==> config.mk <==
export PLATFORM = sky130hd
export DESIGN_NAME = arith_unit_mc
export DESIGN_NICKNAME = d
export VERILOG_FILES = /design/src/rtl/arith_pkg.sv /design/src/rtl/seq_divider.sv /design/src/rtl/arith_unit_mc.sv
export SDC_FILE = /design/constraint.sdc
export NUM_CORES = 1
export LEC_CHECK = 0
export CORE_ASPECT_RATIO = 2
export CORE_UTILIZATION = 65
export DETAILED_ROUTE_END_ITERATION = 6
export PLACE_DENSITY = 0.85
export REMOVE_ABC_BUFFERS = 1
export SLEW_MARGIN = 20
export SYNTH_ARGS = -nofsm -noshare
export SYNTH_HDL_FRONTEND = slang
export SYNTH_SLANG_ARGS = --single-unit
export TNS_END_PERCENT = 1
==> constraint.sdc <==
create_clock -name CLK -period 13 [get_ports CLK]
set_clock_uncertainty 0.2 [all_clocks]
set_input_delay 1.95 -clock CLK [delete_from_list [all_inputs] [get_ports CLK]]
set_output_delay 1.95 -clock CLK [all_outputs]
set_load 0.1 [all_outputs]
==> src/rtl/arith_pkg.sv <==
// Shared encodings for the multi-cycle arithmetic unit: operation codes and FSM states.
package arith_pkg;

    typedef enum logic [1:0] {
        FUN_ADD = 2'd0,
        FUN_SUB = 2'd1,
        FUN_MUL = 2'd2,
        FUN_DIV = 2'd3
    } fun_e;

    typedef enum logic [1:0] {
        IDLE = 2'd0,
        DIV  = 2'd1,
        SIGN = 2'd2
    } state_e;

endpackage

==> src/rtl/seq_divider.sv <==
// Unsigned restoring divider, one quotient bit per clock, WIDTH iterations after start.
// Optional macro ARITH_REM_EN exposes the final remainder as an output port.
module seq_divider #(
    parameter int WIDTH = 16
) (
    input  logic             CLK,
    input  logic             RST,
    input  logic             start,
    input  logic [WIDTH-1:0] dividend,
    input  logic [WIDTH-1:0] divisor,
    output logic             busy,
    output logic             done,
    output logic [WIDTH-1:0] quotient
`ifdef ARITH_REM_EN
    ,
    output logic [WIDTH-1:0] remainder
`endif
);

    localparam int CNT_W = $clog2(WIDTH + 1);

    logic [WIDTH-1:0] quo;
    logic [WIDTH-1:0] rem;
    logic [WIDTH-1:0] dsr;
    logic [CNT_W-1:0] cnt;
    logic [WIDTH:0]   shifted;
    logic [WIDTH:0]   trial;

    // Bring the next dividend bit into the partial remainder and try subtracting the divisor.
    assign shifted = {rem, quo[WIDTH-1]};
    assign trial   = shifted - {1'b0, dsr};

    // done marks the cycle whose closing edge performs the final iteration.
    assign done     = busy && (cnt == CNT_W'(1));
    assign quotient = quo;
`ifdef ARITH_REM_EN
    assign remainder = rem;
`endif

    // NOTE: sequential state uses non-blocking (<=) so every register samples pre-edge values.
    always_ff @(posedge CLK) begin
        if (!RST) begin
            busy <= 1'b0;
            cnt  <= '0;
            quo  <= '0;
            rem  <= '0;
            dsr  <= '0;
        end else if (start) begin
            busy <= 1'b1;
            cnt  <= CNT_W'(WIDTH);
            quo  <= dividend;
            rem  <= '0;
            dsr  <= divisor;
        end else if (busy) begin
            quo <= {quo[WIDTH-2:0], ~trial[WIDTH]};
            rem <= trial[WIDTH] ? shifted[WIDTH-1:0] : trial[WIDTH-1:0];
            cnt <= cnt - CNT_W'(1);
            if (done) begin
                busy <= 1'b0;
            end
        end
    end

endmodule

==> src/rtl/arith_unit_mc.sv <==
// Multi-cycle signed arithmetic unit: single-cycle add/sub/mul, iterative signed divide.
// Optional macro ARITH_REM_EN adds the Rem_OUT port carrying the divide remainder.
module arith_unit_mc
    import arith_pkg::*;
#(
    parameter int IN_WIDTH        = 16,
    parameter int ARITH_OUT_WIDTH = 2 * IN_WIDTH
) (
    input  logic                       CLK,
    input  logic                       RST,
    input  logic [IN_WIDTH-1:0]        A,
    input  logic [IN_WIDTH-1:0]        B,
    input  logic                       Arith_EN,
    input  logic [1:0]                 ALU_FUN,
    output logic                       Arith_Ready,
    output logic [ARITH_OUT_WIDTH-1:0] Arith_OUT,
    output logic                       Carry_Out,
    output logic                       Ovf_Flag,
    output logic                       Div0_Err,
    output logic                       Arith_Flag
`ifdef ARITH_REM_EN
    ,
    output logic [IN_WIDTH-1:0]        Rem_OUT
`endif
);

    state_e state;
    state_e next;
    fun_e   fun;

    logic                         accept;
    logic                         div_start;
    logic                         div_busy;
    logic                         div_done;
    logic [IN_WIDTH-1:0]          a_mag;
    logic [IN_WIDTH-1:0]          b_mag;
    logic [IN_WIDTH-1:0]          quo_mag;
    logic                         neg_q;
    logic [IN_WIDTH:0]            q_ext;
    logic signed [IN_WIDTH:0]     q_s;
    logic signed [IN_WIDTH:0]     sum_s;
    logic signed [IN_WIDTH:0]     diff_s;
    logic [IN_WIDTH:0]            usum;
    logic [IN_WIDTH:0]            udiff;
    logic signed [2*IN_WIDTH-1:0] prod;
`ifdef ARITH_REM_EN
    logic                         neg_r;
    logic [IN_WIDTH-1:0]          rem_mag;
    logic signed [IN_WIDTH-1:0]   r_s;
`endif

    assign fun       = fun_e'(ALU_FUN);
    assign accept    = Arith_EN && (state == IDLE);
    assign div_start = accept && (fun == FUN_DIV) && (B != '0);

    // Exact one-bit-wider sums keep the true signed value; unsigned copies give carry/borrow.
    assign sum_s  = {A[IN_WIDTH-1], A} + {B[IN_WIDTH-1], B};
    assign diff_s = {A[IN_WIDTH-1], A} - {B[IN_WIDTH-1], B};
    assign usum   = {1'b0, A} + {1'b0, B};
    assign udiff  = {1'b0, A} - {1'b0, B};
    assign prod   = $signed(A) * $signed(B);

    // Magnitude of MIN is 2^(IN_WIDTH-1), which still fits as an unsigned IN_WIDTH value.
    assign a_mag = A[IN_WIDTH-1] ? -A : A;
    assign b_mag = B[IN_WIDTH-1] ? -B : B;

    assign q_ext = {1'b0, quo_mag};
    assign q_s   = neg_q ? -q_ext : q_ext;

    seq_divider #(
        .WIDTH(IN_WIDTH)
    ) u_div (
        .CLK      (CLK),
        .RST      (RST),
        .start    (div_start),
        .dividend (a_mag),
        .divisor  (b_mag),
        .busy     (div_busy),
        .done     (div_done),
        .quotient (quo_mag)
`ifdef ARITH_REM_EN
        ,
        .remainder(rem_mag)
`endif
    );

`ifdef ARITH_REM_EN
    assign r_s = neg_r ? -rem_mag : rem_mag;
`endif

    always_ff @(posedge CLK) begin
        if (!RST) begin
            state <= IDLE;
        end else begin
            state <= next;
        end
    end

    // NOTE: defaults first so every path assigns next/Arith_Ready and no latch is inferred.
    always_comb begin
        next        = state;
        Arith_Ready = 1'b0;
        case (state)
            IDLE: begin
                Arith_Ready = 1'b1;
                if (div_start) begin
                    next = DIV;
                end
            end
            DIV: begin
                if (div_done) begin
                    next = SIGN;
                end else if (!div_busy) begin
                    next = IDLE;
                end
            end
            SIGN:    next = IDLE;
            default: next = IDLE;
        endcase
    end

    always_ff @(posedge CLK) begin
        if (!RST) begin
            Arith_OUT  <= '0;
            Carry_Out  <= 1'b0;
            Ovf_Flag   <= 1'b0;
            Div0_Err   <= 1'b0;
            Arith_Flag <= 1'b0;
            neg_q      <= 1'b0;
`ifdef ARITH_REM_EN
            neg_r      <= 1'b0;
            Rem_OUT    <= '0;
`endif
        end else begin
            Arith_Flag <= 1'b0;
            if (accept) begin
                // Capture the result signs now; operands may change while the divider runs.
                neg_q <= A[IN_WIDTH-1] ^ B[IN_WIDTH-1];
`ifdef ARITH_REM_EN
                neg_r <= A[IN_WIDTH-1];
`endif
                if (!div_start) begin
                    Arith_Flag <= 1'b1;
                    Carry_Out  <= 1'b0;
                    Ovf_Flag   <= 1'b0;
                    Div0_Err   <= 1'b0;
                    Arith_OUT  <= '0;
`ifdef ARITH_REM_EN
                    Rem_OUT    <= '0;
`endif
                    case (fun)
                        FUN_ADD: begin
                            Arith_OUT <= ARITH_OUT_WIDTH'(sum_s);
                            Carry_Out <= usum[IN_WIDTH];
                            Ovf_Flag  <= sum_s[IN_WIDTH] ^ sum_s[IN_WIDTH-1];
                        end
                        FUN_SUB: begin
                            Arith_OUT <= ARITH_OUT_WIDTH'(diff_s);
                            Carry_Out <= ~udiff[IN_WIDTH];
                            Ovf_Flag  <= diff_s[IN_WIDTH] ^ diff_s[IN_WIDTH-1];
                        end
                        FUN_MUL: Arith_OUT <= ARITH_OUT_WIDTH'(prod);
                        default: Div0_Err  <= 1'b1;
                    endcase
                end
            end else if (state == SIGN) begin
                Arith_Flag <= 1'b1;
                Arith_OUT  <= ARITH_OUT_WIDTH'(q_s);
                Carry_Out  <= 1'b0;
                Ovf_Flag   <= 1'b0;
                Div0_Err   <= 1'b0;
`ifdef ARITH_REM_EN
                Rem_OUT    <= r_s;
`endif
            end
        end
    end

endmodule

==> reports/metrics.yaml <==
numCtsBuffers: 9
grt_antenna_before_repair: 0
reg2reg_to: "Arith_OUT[30]"
drv_slew: 0
synth_area_um2: 16790
tns_ps: 0
maxSlewHeadroom_pct: 21.87
detail_route.wl_per_cell_um: 20.82
synth_top_area_share_pct: 31.60
setup_ws_ps: 3192
final_nets: 2450
path_max_fanout: 21
ys_ff_latch: 93
ys_types: 69
clockBufferDepth: 2
dp_hpwl_mm: 38.80
path_clk_slew_ps: 80
fp.dieH_um: 229.3
cts.sinks: 93
place_congestion: 1.013
outcome: "finished clean"
cts_tree: "done"
end_kind: "flip-flop"
setup_viol: 0
n_antenna_cell: 0
fmax_ghz: 0.1020
critPathRequiredTime_ps: 13120
rsz0062_at_grt: "no"
detail-route-antenna-nets: 0
grtUsageTotal_pct: 39.50
hold_viol: 0
ios: 74
area_delta_synth_final_pct: 7.216
core_um2: 25240
pre_cts_ws_ps: 3005
post-route-period-util_pct: 75.45
cts_max_level: 3
synth_seq_area_share_pct: 11.09
drive_gt1_share_pct: 2.776
hold_class: "flip-flop to flip-flop"
synth-async-reset-ratio_pct: 0
drt-initial-drc-count: 852
critPathLaunchType: "input pin"
overflow: 0
placementRows: 82
cp.arrival_ps: 9920
min-delay-start: "Arith_OUT[4]"
start_util_pct: 66.51
cts_root_buffer: "clkbuf_16"
grt_pass1_vias: 15537
worstHoldPathCells: 2
routed_wl_mm: 48.99
worstPathCellList: "clkdlybuf4s50_1, ha_1, fa_1, inv_1, fa_1, fa_1, inv_1, fa_1, fa_1, inv_1, fa_1, inv_1, ha_1, nor4_1, a2111oi_0, o22ai_1, o21ai_0, a31o_2, or4b_1, nand3_1"
ys.flop_type: "dfxtp_1"
grt_pass1_wl_mm: 78.58
syn_inst: 2012
grt_max_degree: 59
vias: 14327
min_to: "Arith_OUT[4]"
r2r_slack_ps: 8870
slowest_delay_ps: 930
cp_common_cell: "fa_1"
fin_crit_ps: 9808
clock_latency_ps: 370
synth_warnings: 0
yosys.area.top_type: "fa_1"
synthTopCellsByArea: "fa_1, dfxtp_1, ha_1"
cts-resized-gates: 0
cp_slowest_cell: "clkdlybuf4s50_1"
crit_type: "input pin to flip-flop"
holdBufCountCts: 0
synth-edff-count: 0
drc_errors: 0
die_area_um2: 26510
post_drt_via_cell_ratio: 6.089
io_buffers: 73
maxCapViolCount: 0
cts_setup_buffers: 0
fp.dieW_um: 115.6
worstRegToRegCells: 8
syn_area_per_cell_um2: 8.343
worst_slew_pin_slew_ps: 1168
dr.pass1.iters: 6
reg2reg_from: "u_div.quotient[6]"
## cell usage in the layout (no fill, tap or decap), types with 7 or more instances in the layout
| master | Yosys | routed |
|---|---|---|
| a211oi_1 | 34 | 34 |
| a21o_1 | 16 | 16 |
| a21oi_1 | 80 | 80 |
| a31oi_1 | 26 | 25 |
| and2_1 | 92 | 92 |
| and3_1 | 11 | 11 |
| buf_4 | 0 | 21 |
| clkbuf_16 | 0 | 9 |
| clkdlybuf4s50_1 | 0 | 73 |
| dfxtp_1 | 93 | 92 |
| fa_1 | 265 | 265 |
| ha_1 | 136 | 136 |
| inv_1 | 363 | 363 |
| mux2i_1 | 19 | 19 |
| nand2_1 | 205 | 205 |
| nand2b_1 | 13 | 13 |
| nand3_1 | 23 | 23 |
| nand4_1 | 7 | 7 |
| nor2_1 | 137 | 136 |
| nor2b_1 | 15 | 14 |
| nor3_1 | 15 | 15 |
| o211ai_1 | 25 | 25 |
| o21a_1 | 18 | 18 |
| o21ai_0 | 90 | 90 |
| o31ai_1 | 13 | 13 |
| o41ai_1 | 10 | 10 |
| or3_1 | 15 | 15 |
| xnor2_1 | 75 | 74 |
| xor2_1 | 25 | 25 |
## routing by layer
layer,vias up,share of wire [%],track usage (%)
li1,6448,-,-
met3,286,5.8,6.192
met1,6961,32,38.13
met2,632,53,71.26
met4,0,9.8,33.09
met5,-,0,0
## stage by stage
step	std cells	hold WS, ps	utilization (%)	area [µm²]
floorplan	1907	231.9	-	16360
global placement	2337	240.0	70.12	17700
detailed placement	2337	246.6	70.13	17700
CTS	2353	261.6	71.30	17990
global route	2353	285.8	71.31	18000
finish	2353	258.3	71.31	18000
## final cells by class
cell class / count / area [µm²]
Fill cell: 2010 / 7242
Multi-Input combinational cell: 1450 / 13160
Timing Repair Buffer: 94 / 888.4
Tap cell: 336 / 420.4
Inverter: 364 / 1366
Sequential cell: 93 / 1866
Clock inverter: 7 / 68.82
Clock buffer: 9 / 225.2
## how the worst max path moves through the flow
stage	endpoint	start	cells past startpoint	slack, ps
floorplan	Arith_OUT[31]	A[15]	20	4970
global placement	Arith_OUT[31]	A[6]	20	3190
detailed placement	Arith_OUT[31]	A[6]	20	3010
CTS	Arith_OUT[31]	A[6]	20	3370
global route	Arith_OUT[31]	A[6]	20	3060
finish	Arith_OUT[31]	A[6]	20	3190
## cells in the mapped netlist (7+ instances only)
master	n
o21ai_0	90
fa_1	265
xnor2_1	75
o41ai_1	10
nor2b_1	15
nand4_1	7
nor2_1	137
o211ai_1	25
a31oi_1	26
inv_1	363
nor3_1	15
or3_1	15
o21a_1	18
a21oi_1	80
dfxtp_1	93
nand2_1	205
a211oi_1	34
mux2i_1	19
clkbuf_1	91
and3_1	11
nand2b_1	13
nand3_1	23
xor2_1	25
ha_1	136
and2_1	92
a21o_1	16
o31ai_1	13
## critical path, delay by kind of cell
family,cells,cell delay [ps]
fa+ha+maj,8,4020
simple gates,3,1520
compound gates,4,1280
buf+inv,5,1140
## cells by family (layout without fill, tap and decap cells)
logic type               count (synthesis)  count (layout)  share of synthesized area (%)
AND/OR/NAND/NOR                        565             565                          16.06
buffers and inverters                  469             474                          10.67
adder cells (fa/ha/maj)                401             401                          41.74
AO/OA/AOI/OAI                          365             365                          14.09
XOR/XNOR                               100             100                          5.218
flip-flops                              93              93                          11.09
multiplexers                            19              19                          1.133
## sequential cells by signal, summed over array words and instances (netlist names)
signal and count:
Arith_Flag 1, Arith_OUT 32, Carry_Out 1, Div0_Err 1, Ovf_Flag 1, neg_q 1
state 2, u_div.busy 1, u_div.cnt 5, u_div.dsr 16, u_div.quotient 16, u_div.rem 16
Power is not shown: default switching activity piles up to over one toggle a cycle in this logic, so the estimate is an artifact.
